## src/rtl/fb_port_arbiter_if.sv

```systemverilog
// Framebuffer port arbiter bus bundle.
// Groups the display read channel, host write channel, fill-engine control,
// the single-port RAM interface and the drop counter.
//   slave  : the arbiter side (fb_port_arbiter)
//   master : the surrounding system (display, host, RAM)
interface fb_port_arbiter_if #(
  parameter int ADDR_W = 19,
  parameter int DATA_W = 8
);
  // display read request / return
  logic              rd_req;
  logic [ADDR_W-1:0] rd_addr;
  logic              rd_ready;
  logic              rd_valid;
  logic [DATA_W-1:0] rd_data;
  // host write channel
  logic              wr_valid;
  logic [ADDR_W-1:0] wr_addr;
  logic [DATA_W-1:0] wr_data;
  logic              wr_ready;
  // fill engine control
  logic              clr_start;
  logic [DATA_W-1:0] clr_colour;
  logic              clr_busy;
  logic              clr_done;
  // single-port synchronous RAM, 1-cycle read latency
  logic [ADDR_W-1:0] mem_addr;
  logic [DATA_W-1:0] mem_d;
  logic              mem_we;
  logic [DATA_W-1:0] mem_q;
  // dropped out-of-range host writes
  logic [7:0]        drop_cnt;

  modport slave (
    input  rd_req, rd_addr, wr_valid, wr_addr, wr_data,
           clr_start, clr_colour, mem_q,
    output rd_ready, rd_valid, rd_data, wr_ready,
           clr_busy, clr_done, mem_addr, mem_d, mem_we, drop_cnt
  );

  modport master (
    output rd_req, rd_addr, wr_valid, wr_addr, wr_data,
           clr_start, clr_colour, mem_q,
    input  rd_ready, rd_valid, rd_data, wr_ready,
           clr_busy, clr_done, mem_addr, mem_d, mem_we, drop_cnt
  );
endinterface

```

## src/rtl/fb_port_arbiter.sv

```systemverilog
// Framebuffer RAM port arbiter.
// Shares one single-port synchronous RAM between a display reader (highest
// priority), a host writer (protected from starvation by a streak limit) and a
// fill engine that paints the whole framebuffer with one colour in idle slots.
// Ports:
//   sys_clk : single clock, rising edge
//   reset   : asynchronous, active-low
//   bus     : fb_port_arbiter_if.slave (read, write, fill, RAM, drop counter)
module fb_port_arbiter #(
  parameter int ADDR_W       = 19,
  parameter int DATA_W       = 8,
  parameter int FB_SIZE      = 480000,
  parameter int STARVE_LIMIT = 8
) (
  input  logic                 sys_clk,
  input  logic                 reset,
  fb_port_arbiter_if.slave     bus
);

  localparam int                STREAK_W   = $clog2(STARVE_LIMIT + 1);
  localparam logic [STREAK_W-1:0] STREAK_MAX = STREAK_W'(STARVE_LIMIT);
  localparam logic [ADDR_W:0]   FB_END     = (ADDR_W + 1)'(FB_SIZE);
  localparam logic [ADDR_W-1:0] LAST_ADDR  = ADDR_W'(FB_SIZE - 1);

  typedef enum logic {
    S_IDLE = 1'b0,
    S_FILL = 1'b1
  } fill_state_e;

  fill_state_e         state_q, state_d;
  logic [ADDR_W-1:0]   fill_addr_q, fill_addr_d;
  logic [DATA_W-1:0]   colour_q, colour_d;
  logic [STREAK_W-1:0] streak_q, streak_d;
  logic [ADDR_W-1:0]   mem_addr_q, mem_addr_d;
  logic [DATA_W-1:0]   mem_d_q, mem_d_d;
  logic                mem_we_q, mem_we_d;
  logic                rd_pend_q, rd_pend_d;
  logic                rd_valid_q, rd_valid_d;
  logic                done_q, done_d;
  logic [7:0]          drop_q, drop_d;

  logic starve;
  logic rd_ready;
  logic wr_ready;
  logic rd_acc;
  logic wr_acc;
  logic wr_in_range;
  logic fill_issue;

  // Handshakes depend only on inputs and the streak register. When the streak
  // is saturated and a write waits, the read is refused and the write admitted,
  // so read and write acceptance are mutually exclusive by construction.
  always_comb begin
    starve      = (streak_q == STREAK_MAX);
    rd_ready    = !(bus.wr_valid && starve);
    wr_ready    = !bus.rd_req || starve;
    rd_acc      = bus.rd_req && rd_ready;
    wr_acc      = bus.wr_valid && wr_ready;
    wr_in_range = ({1'b0, bus.wr_addr} < FB_END);
  end

  // Datapath: one RAM access per cycle, read > host write > fill.
  always_comb begin
    mem_addr_d = mem_addr_q;
    mem_d_d    = mem_d_q;
    mem_we_d   = 1'b0;
    drop_d     = drop_q;
    streak_d   = streak_q;
    fill_issue = 1'b0;
    rd_pend_d  = rd_acc;
    rd_valid_d = rd_pend_q;

    if (!bus.wr_valid || wr_acc) begin
      streak_d = '0;
    end else if (rd_acc && (streak_q != STREAK_MAX)) begin
      streak_d = streak_q + 1'b1;
    end

    if (rd_acc) begin
      mem_addr_d = bus.rd_addr;
    end else if (wr_acc) begin
      if (wr_in_range) begin
        mem_addr_d = bus.wr_addr;
        mem_d_d    = bus.wr_data;
        mem_we_d   = 1'b1;
      end else if (drop_q != '1) begin
        drop_d = drop_q + 8'd1;
      end
    end else if (state_q == S_FILL) begin
      fill_issue = 1'b1;
      mem_addr_d = fill_addr_q;
      mem_d_d    = colour_q;
      mem_we_d   = 1'b1;
    end
  end

  // Fill FSM next state: the address only advances on an issued fill write.
  always_comb begin
    state_d     = state_q;
    fill_addr_d = fill_addr_q;
    colour_d    = colour_q;
    done_d      = 1'b0;
    unique case (state_q)
      S_IDLE: begin
        if (bus.clr_start) begin
          state_d     = S_FILL;
          fill_addr_d = '0;
          colour_d    = bus.clr_colour;
        end
      end
      S_FILL: begin
        if (fill_issue) begin
          if (fill_addr_q == LAST_ADDR) begin
            state_d     = S_IDLE;
            fill_addr_d = '0;
            done_d      = 1'b1;
          end else begin
            fill_addr_d = fill_addr_q + 1'b1;
          end
        end
      end
      default: state_d = S_IDLE;
    endcase
  end

  always_ff @(posedge sys_clk or negedge reset) begin
    if (!reset) begin
      state_q     <= S_IDLE;
      fill_addr_q <= '0;
      colour_q    <= '0;
      done_q      <= 1'b0;
    end else begin
      state_q     <= state_d;
      fill_addr_q <= fill_addr_d;
      colour_q    <= colour_d;
      done_q      <= done_d;
    end
  end

  always_ff @(posedge sys_clk or negedge reset) begin
    if (!reset) begin
      streak_q   <= '0;
      mem_addr_q <= '0;
      mem_d_q    <= '0;
      mem_we_q   <= 1'b0;
      rd_pend_q  <= 1'b0;
      rd_valid_q <= 1'b0;
      drop_q     <= '0;
    end else begin
      streak_q   <= streak_d;
      mem_addr_q <= mem_addr_d;
      mem_d_q    <= mem_d_d;
      mem_we_q   <= mem_we_d;
      rd_pend_q  <= rd_pend_d;
      rd_valid_q <= rd_valid_d;
      drop_q     <= drop_d;
    end
  end

  assign bus.rd_ready = rd_ready;
  assign bus.wr_ready = wr_ready;
  assign bus.rd_valid = rd_valid_q;
  // RAM output register already lines up with rd_valid two cycles after accept
  assign bus.rd_data  = bus.mem_q;
  assign bus.clr_busy = (state_q == S_FILL);
  assign bus.clr_done = done_q;
  assign bus.mem_addr = mem_addr_q;
  assign bus.mem_d    = mem_d_q;
  assign bus.mem_we   = mem_we_q;
  assign bus.drop_cnt = drop_q;

endmodule

```

## src/flat_wrapper.sv

```systemverilog
// flat-port wrapper written by rule: the top's interface ports become plain ports
module fb_port_arbiter_flat 
#(
  parameter int ADDR_W       = 19,
  parameter int DATA_W       = 8,
  parameter int FB_SIZE      = 480000,
  parameter int STARVE_LIMIT = 8
)
  (sys_clk, reset, bus_rd_req, bus_rd_addr, bus_wr_valid, bus_wr_addr, bus_wr_data, bus_clr_start, bus_clr_colour, bus_mem_q, bus_rd_ready, bus_rd_valid, bus_rd_data, bus_wr_ready, bus_clr_busy, bus_clr_done, bus_mem_addr, bus_mem_d, bus_mem_we, bus_drop_cnt);
  fb_port_arbiter_if #(.ADDR_W(ADDR_W), .DATA_W(DATA_W)) bus_i ();
  input  logic sys_clk;
  input  logic reset;
  input wire logic [$bits(bus_i.rd_req)-1:0] bus_rd_req;
  input wire logic [$bits(bus_i.rd_addr)-1:0] bus_rd_addr;
  input wire logic [$bits(bus_i.wr_valid)-1:0] bus_wr_valid;
  input wire logic [$bits(bus_i.wr_addr)-1:0] bus_wr_addr;
  input wire logic [$bits(bus_i.wr_data)-1:0] bus_wr_data;
  input wire logic [$bits(bus_i.clr_start)-1:0] bus_clr_start;
  input wire logic [$bits(bus_i.clr_colour)-1:0] bus_clr_colour;
  input wire logic [$bits(bus_i.mem_q)-1:0] bus_mem_q;
  output wire logic [$bits(bus_i.rd_ready)-1:0] bus_rd_ready;
  output wire logic [$bits(bus_i.rd_valid)-1:0] bus_rd_valid;
  output wire logic [$bits(bus_i.rd_data)-1:0] bus_rd_data;
  output wire logic [$bits(bus_i.wr_ready)-1:0] bus_wr_ready;
  output wire logic [$bits(bus_i.clr_busy)-1:0] bus_clr_busy;
  output wire logic [$bits(bus_i.clr_done)-1:0] bus_clr_done;
  output wire logic [$bits(bus_i.mem_addr)-1:0] bus_mem_addr;
  output wire logic [$bits(bus_i.mem_d)-1:0] bus_mem_d;
  output wire logic [$bits(bus_i.mem_we)-1:0] bus_mem_we;
  output wire logic [$bits(bus_i.drop_cnt)-1:0] bus_drop_cnt;
  assign bus_i.rd_req = bus_rd_req;
  assign bus_i.rd_addr = bus_rd_addr;
  assign bus_i.wr_valid = bus_wr_valid;
  assign bus_i.wr_addr = bus_wr_addr;
  assign bus_i.wr_data = bus_wr_data;
  assign bus_i.clr_start = bus_clr_start;
  assign bus_i.clr_colour = bus_clr_colour;
  assign bus_i.mem_q = bus_mem_q;
  assign bus_rd_ready = bus_i.rd_ready;
  assign bus_rd_valid = bus_i.rd_valid;
  assign bus_rd_data = bus_i.rd_data;
  assign bus_wr_ready = bus_i.wr_ready;
  assign bus_clr_busy = bus_i.clr_busy;
  assign bus_clr_done = bus_i.clr_done;
  assign bus_mem_addr = bus_i.mem_addr;
  assign bus_mem_d = bus_i.mem_d;
  assign bus_mem_we = bus_i.mem_we;
  assign bus_drop_cnt = bus_i.drop_cnt;
  fb_port_arbiter #(.ADDR_W(ADDR_W), .DATA_W(DATA_W), .FB_SIZE(FB_SIZE), .STARVE_LIMIT(STARVE_LIMIT)) u_core (.sys_clk(sys_clk), .reset(reset), .bus(bus_i));
endmodule
```

## config.mk

```make
export PLATFORM = sky130hd
export DESIGN_NAME = fb_port_arbiter_flat
export DESIGN_NICKNAME = d
export VERILOG_FILES = /design/src/rtl/fb_port_arbiter_if.sv /design/src/rtl/fb_port_arbiter.sv /design/src/flat_wrapper.sv
export SDC_FILE = /design/constraint.sdc
export NUM_CORES = 1
export LEC_CHECK = 0
export CORE_ASPECT_RATIO = 0.9
export CORE_UTILIZATION = 35
export DETAILED_ROUTE_END_ITERATION = 6
export DONT_BUFFER_PORTS = 1
export PLACE_DENSITY = 0.6
export SLEW_MARGIN = 20
export SYNTH_ARGS = -nofsm -noshare
export SYNTH_HDL_FRONTEND = slang
export SYNTH_SLANG_ARGS = --single-unit
```

## constraint.sdc

```tcl
create_clock -name sys_clk -period 3 [get_ports sys_clk]
set_input_delay 0.6 -clock sys_clk [delete_from_list [all_inputs] [get_ports sys_clk]]
set_output_delay 0.6 -clock sys_clk [all_outputs]
set_load 0.02 [all_outputs]
```

==> out/results.txt <==
Status -> finished with violations
Failing checks -> design-rule violations
Top cells by area, synth -> dfrtp_1 47%, nand2_1 6.1%, o21ai_0 5.3%
Reg area -> 1780 µm²
Share of layout cells above drive strength 1 -> 0.124
Post-Route M1 WL -> 4130 µm
CP max stage delay -> 0.44 ns
Fin cells -> 517
Buf/Inv on CP -> 1
H-tree depth -> 3
CTS Buffer Depth -> 2
I/O Buffers -> 0
Slowest cell on crit path -> or3_1
Critical path class -> flop to flop
Initial antenna violation count -> 0
Vias in the first global route -> 2,952
Slew of the pin with the lowest slew margin -> 0.982 ns
Clk Latency, worst-skew pair -> 0.34 ns
Min cycle time layout -> 2.41 ns
Die footprint -> 11,200 µm²
First-pass GRT wire length -> 14,500 µm
Leading area contributor after synthesis -> dfrtp_1
Met3 wire len -> 863 µm
Leakage -> 1.74 nW
Maximum VDD drop -> 425 µV
Worst Path Arrival -> 2.63 ns
Synth top area share -> 0.471
Synth top cells by count -> 71 x dfrtp_1, 61 x nand2_1, 40 x o21ai_0
Slew HR -> 0.345
Setup violators final -> 0
Post-route ant nets -> 0
Routability cong. -> 0.831
Fill count -> 1,051
Seq/Total Area, Yosys -> 0.471
CTS tree -> built
DR WL/cell -> 17.4 µm
Initial core utilization -> 0.365
Max Transition Viols Final -> 0
Top FF cell, synth -> dfrtp_1
Worst hold path type -> input pin to asynchronous set/reset pin
First drt pass iteration count -> 7
Multi-input logic area -> 1760 µm²
Final hold viol count -> 0
# nets final -> 454
Setup Skew -> 0.00742 ns
Max Cap Violations -> 0
Largest net degree at the start of global routing -> 72
Clock sinks -> 71
RSZ-0062 raised after global routing -> no
Ant. Diodes -> 0
Power, Total -> 2.38 mW
Vias after detailed routing -> 2,952
Max Fclk -> 0.415 GHz
Detailed Route Iter0 Violations -> 185
Die height -> 100 µm
Post-layout util -> 0.397
FF+latch count, synth -> 71
Root Driver -> clkbuf_16
Gr usage total -> 0.167
Vias/cell -> 5.71
Die X -> 111 µm
CTS Buf Count -> 9
Placed insts -> 500
Critical Path Start Type -> flop
CP Max Fanout -> 11
R2r setup slk -> 0.59 ns
Setup TNS -> 0 ns
Crit path capture type -> flop
Cell row count -> 35
Post-Syn Area -> 3770 µm²
Max Used Layer -> met4
Post-CTS setup repair buffer count -> 0
Top Ports -> 116
Total wire length -> 9000 µm
Crit-path cells -> inv_1 -> ha_1 -> nand4b_1 -> a22oi_1 -> nand4_1 -> or3_1 -> xnor2_1
Crit path required time -> 3.22 ns
Most frequent cell after synthesis -> dfrtp_1
Synthesized instance count -> 395
Synthesis warning total -> 0
DP HPWL -> 6370 µm
Total grt overflow -> 0
Clock Pin Slew Worst Setup and Hold Paths -> 0.06 ns
Synth cell types -> 55
# resized after CTS -> 0
Avg Inst Size Synth -> 9.54 µm²
CP top delay family -> simple AND/OR/NAND/NOR gates
Hold_buf cts -> 1
Core Box Area -> 10,300 µm²
Metal2 WL -> 3790 µm
Post-synth EDFFs -> 0
P per Cell Area -> 578 nW/µm²
Period utilisation layout -> 0.803
Post-synth ARST share -> 1.00
DR DRC count -> 18
Area delta synth->final -> 8.96%
Synth Net Count -> 466
==> kinds of logic (layout without fill, tap and decap cells) <==
family / after synthesis / after routing / share of synthesized area
buffers and inverters: 47 / 40 / 0.0627
AOI/OAI and AO/OA: 104 / 104 / 0.181
xor gates and xnor gates: 9 / 9 / 0.0209
and+or+nand+nor: 139 / 139 / 0.192
adders and majority gates: 4 / 4 / 0.0133
DFF: 71 / 71 / 0.471
muxes: 21 / 21 / 0.0587
==> final timing paths <==
path                                         start                      to  cells past startpoint
worst min-delay path                         reset  u_core.bus.mem_addr[8]                      1
min in group sys_clk              u_core.rd_pend_q     u_core.bus.rd_valid                      0
worst min register to register    u_core.rd_pend_q     u_core.bus.rd_valid                      0
worst max register to register  u_core.streak_q[0]  u_core.bus.drop_cnt[4]                      7
max in group asynchronous                    reset  u_core.bus.drop_cnt[1]                      1
worst max-delay path            u_core.streak_q[0]  u_core.bus.drop_cnt[4]                      7
==> state kept, by name, indices dropped and copies added (netlist names), 4 cells and up <==
register	cells
u_core.bus.mem_addr	19
u_core.fill_addr_q	19
u_core.bus.drop_cnt	8
u_core.bus.mem_d	8
u_core.colour_q	8
u_core.streak_q	4
==> report_power, final <==
part	switching (mW)	leakage [nW]	internal, mW
Combinational	0.110	0.698	0.0897
Sequential	0.141	0.901	1.04
Clock	0.396	0.142	0.599
Total	0.647	1.74	1.73
==> placed cells by master (no fill, tap or decap), types with 5 or more instances in the layout <==
master	n
mux2i_1	12
nor2_1	15
buf_4	6
a22oi_1	9
mux2_2	9
dfrtp_1	71
clkbuf_16	9
nand2_1	61
o221ai_1	18
o211ai_1	5
nand3_1	18
nand4_1	6
inv_1	17
and3_1	5
o21ai_0	40
xor2_1	5
a21oi_1	12
==> through the flow <==
step / instance area (µm²) / setup WS [ns] / hold slack (ns)
floorplan: 3770 / 0.988 / 0.304
global placement: 3800 / 0.692 / 0.306
detailed placement: 3800 / 0.580 / 0.306
CTS: 4110 / 0.579 / 0.161
global route: 4110 / 0.329 / 0.171
finish: 4110 / 0.590 / 0.147
==> metal layers <==
layer  track usage  up-vias
li1              -     1397
met1         0.207     1428
met2         0.244      108
met3        0.0854       19
met4        0.0738        0
met5             0        -
==> worst reg2reg max path: stages, from the launching register on <==
cell and delay, ns:
dfrtp_1 0.41, inv_1 0.07, ha_1 0.16, nand4b_1 0.42, a22oi_1 0.32, nand4_1 0.34
or3_1 0.44, xnor2_1 0.13
==> final cells by class <==
cell class              count  area share
clock buffers              12      0.0624
clock inverters             4     0.00487
inverters                  17      0.0155
multi-input cells         277       0.428
flip-flops and latches     71       0.433
well taps                 129      0.0393
repair buffers              7      0.0177
Note: power is estimated with default switching activity, not from simulation.
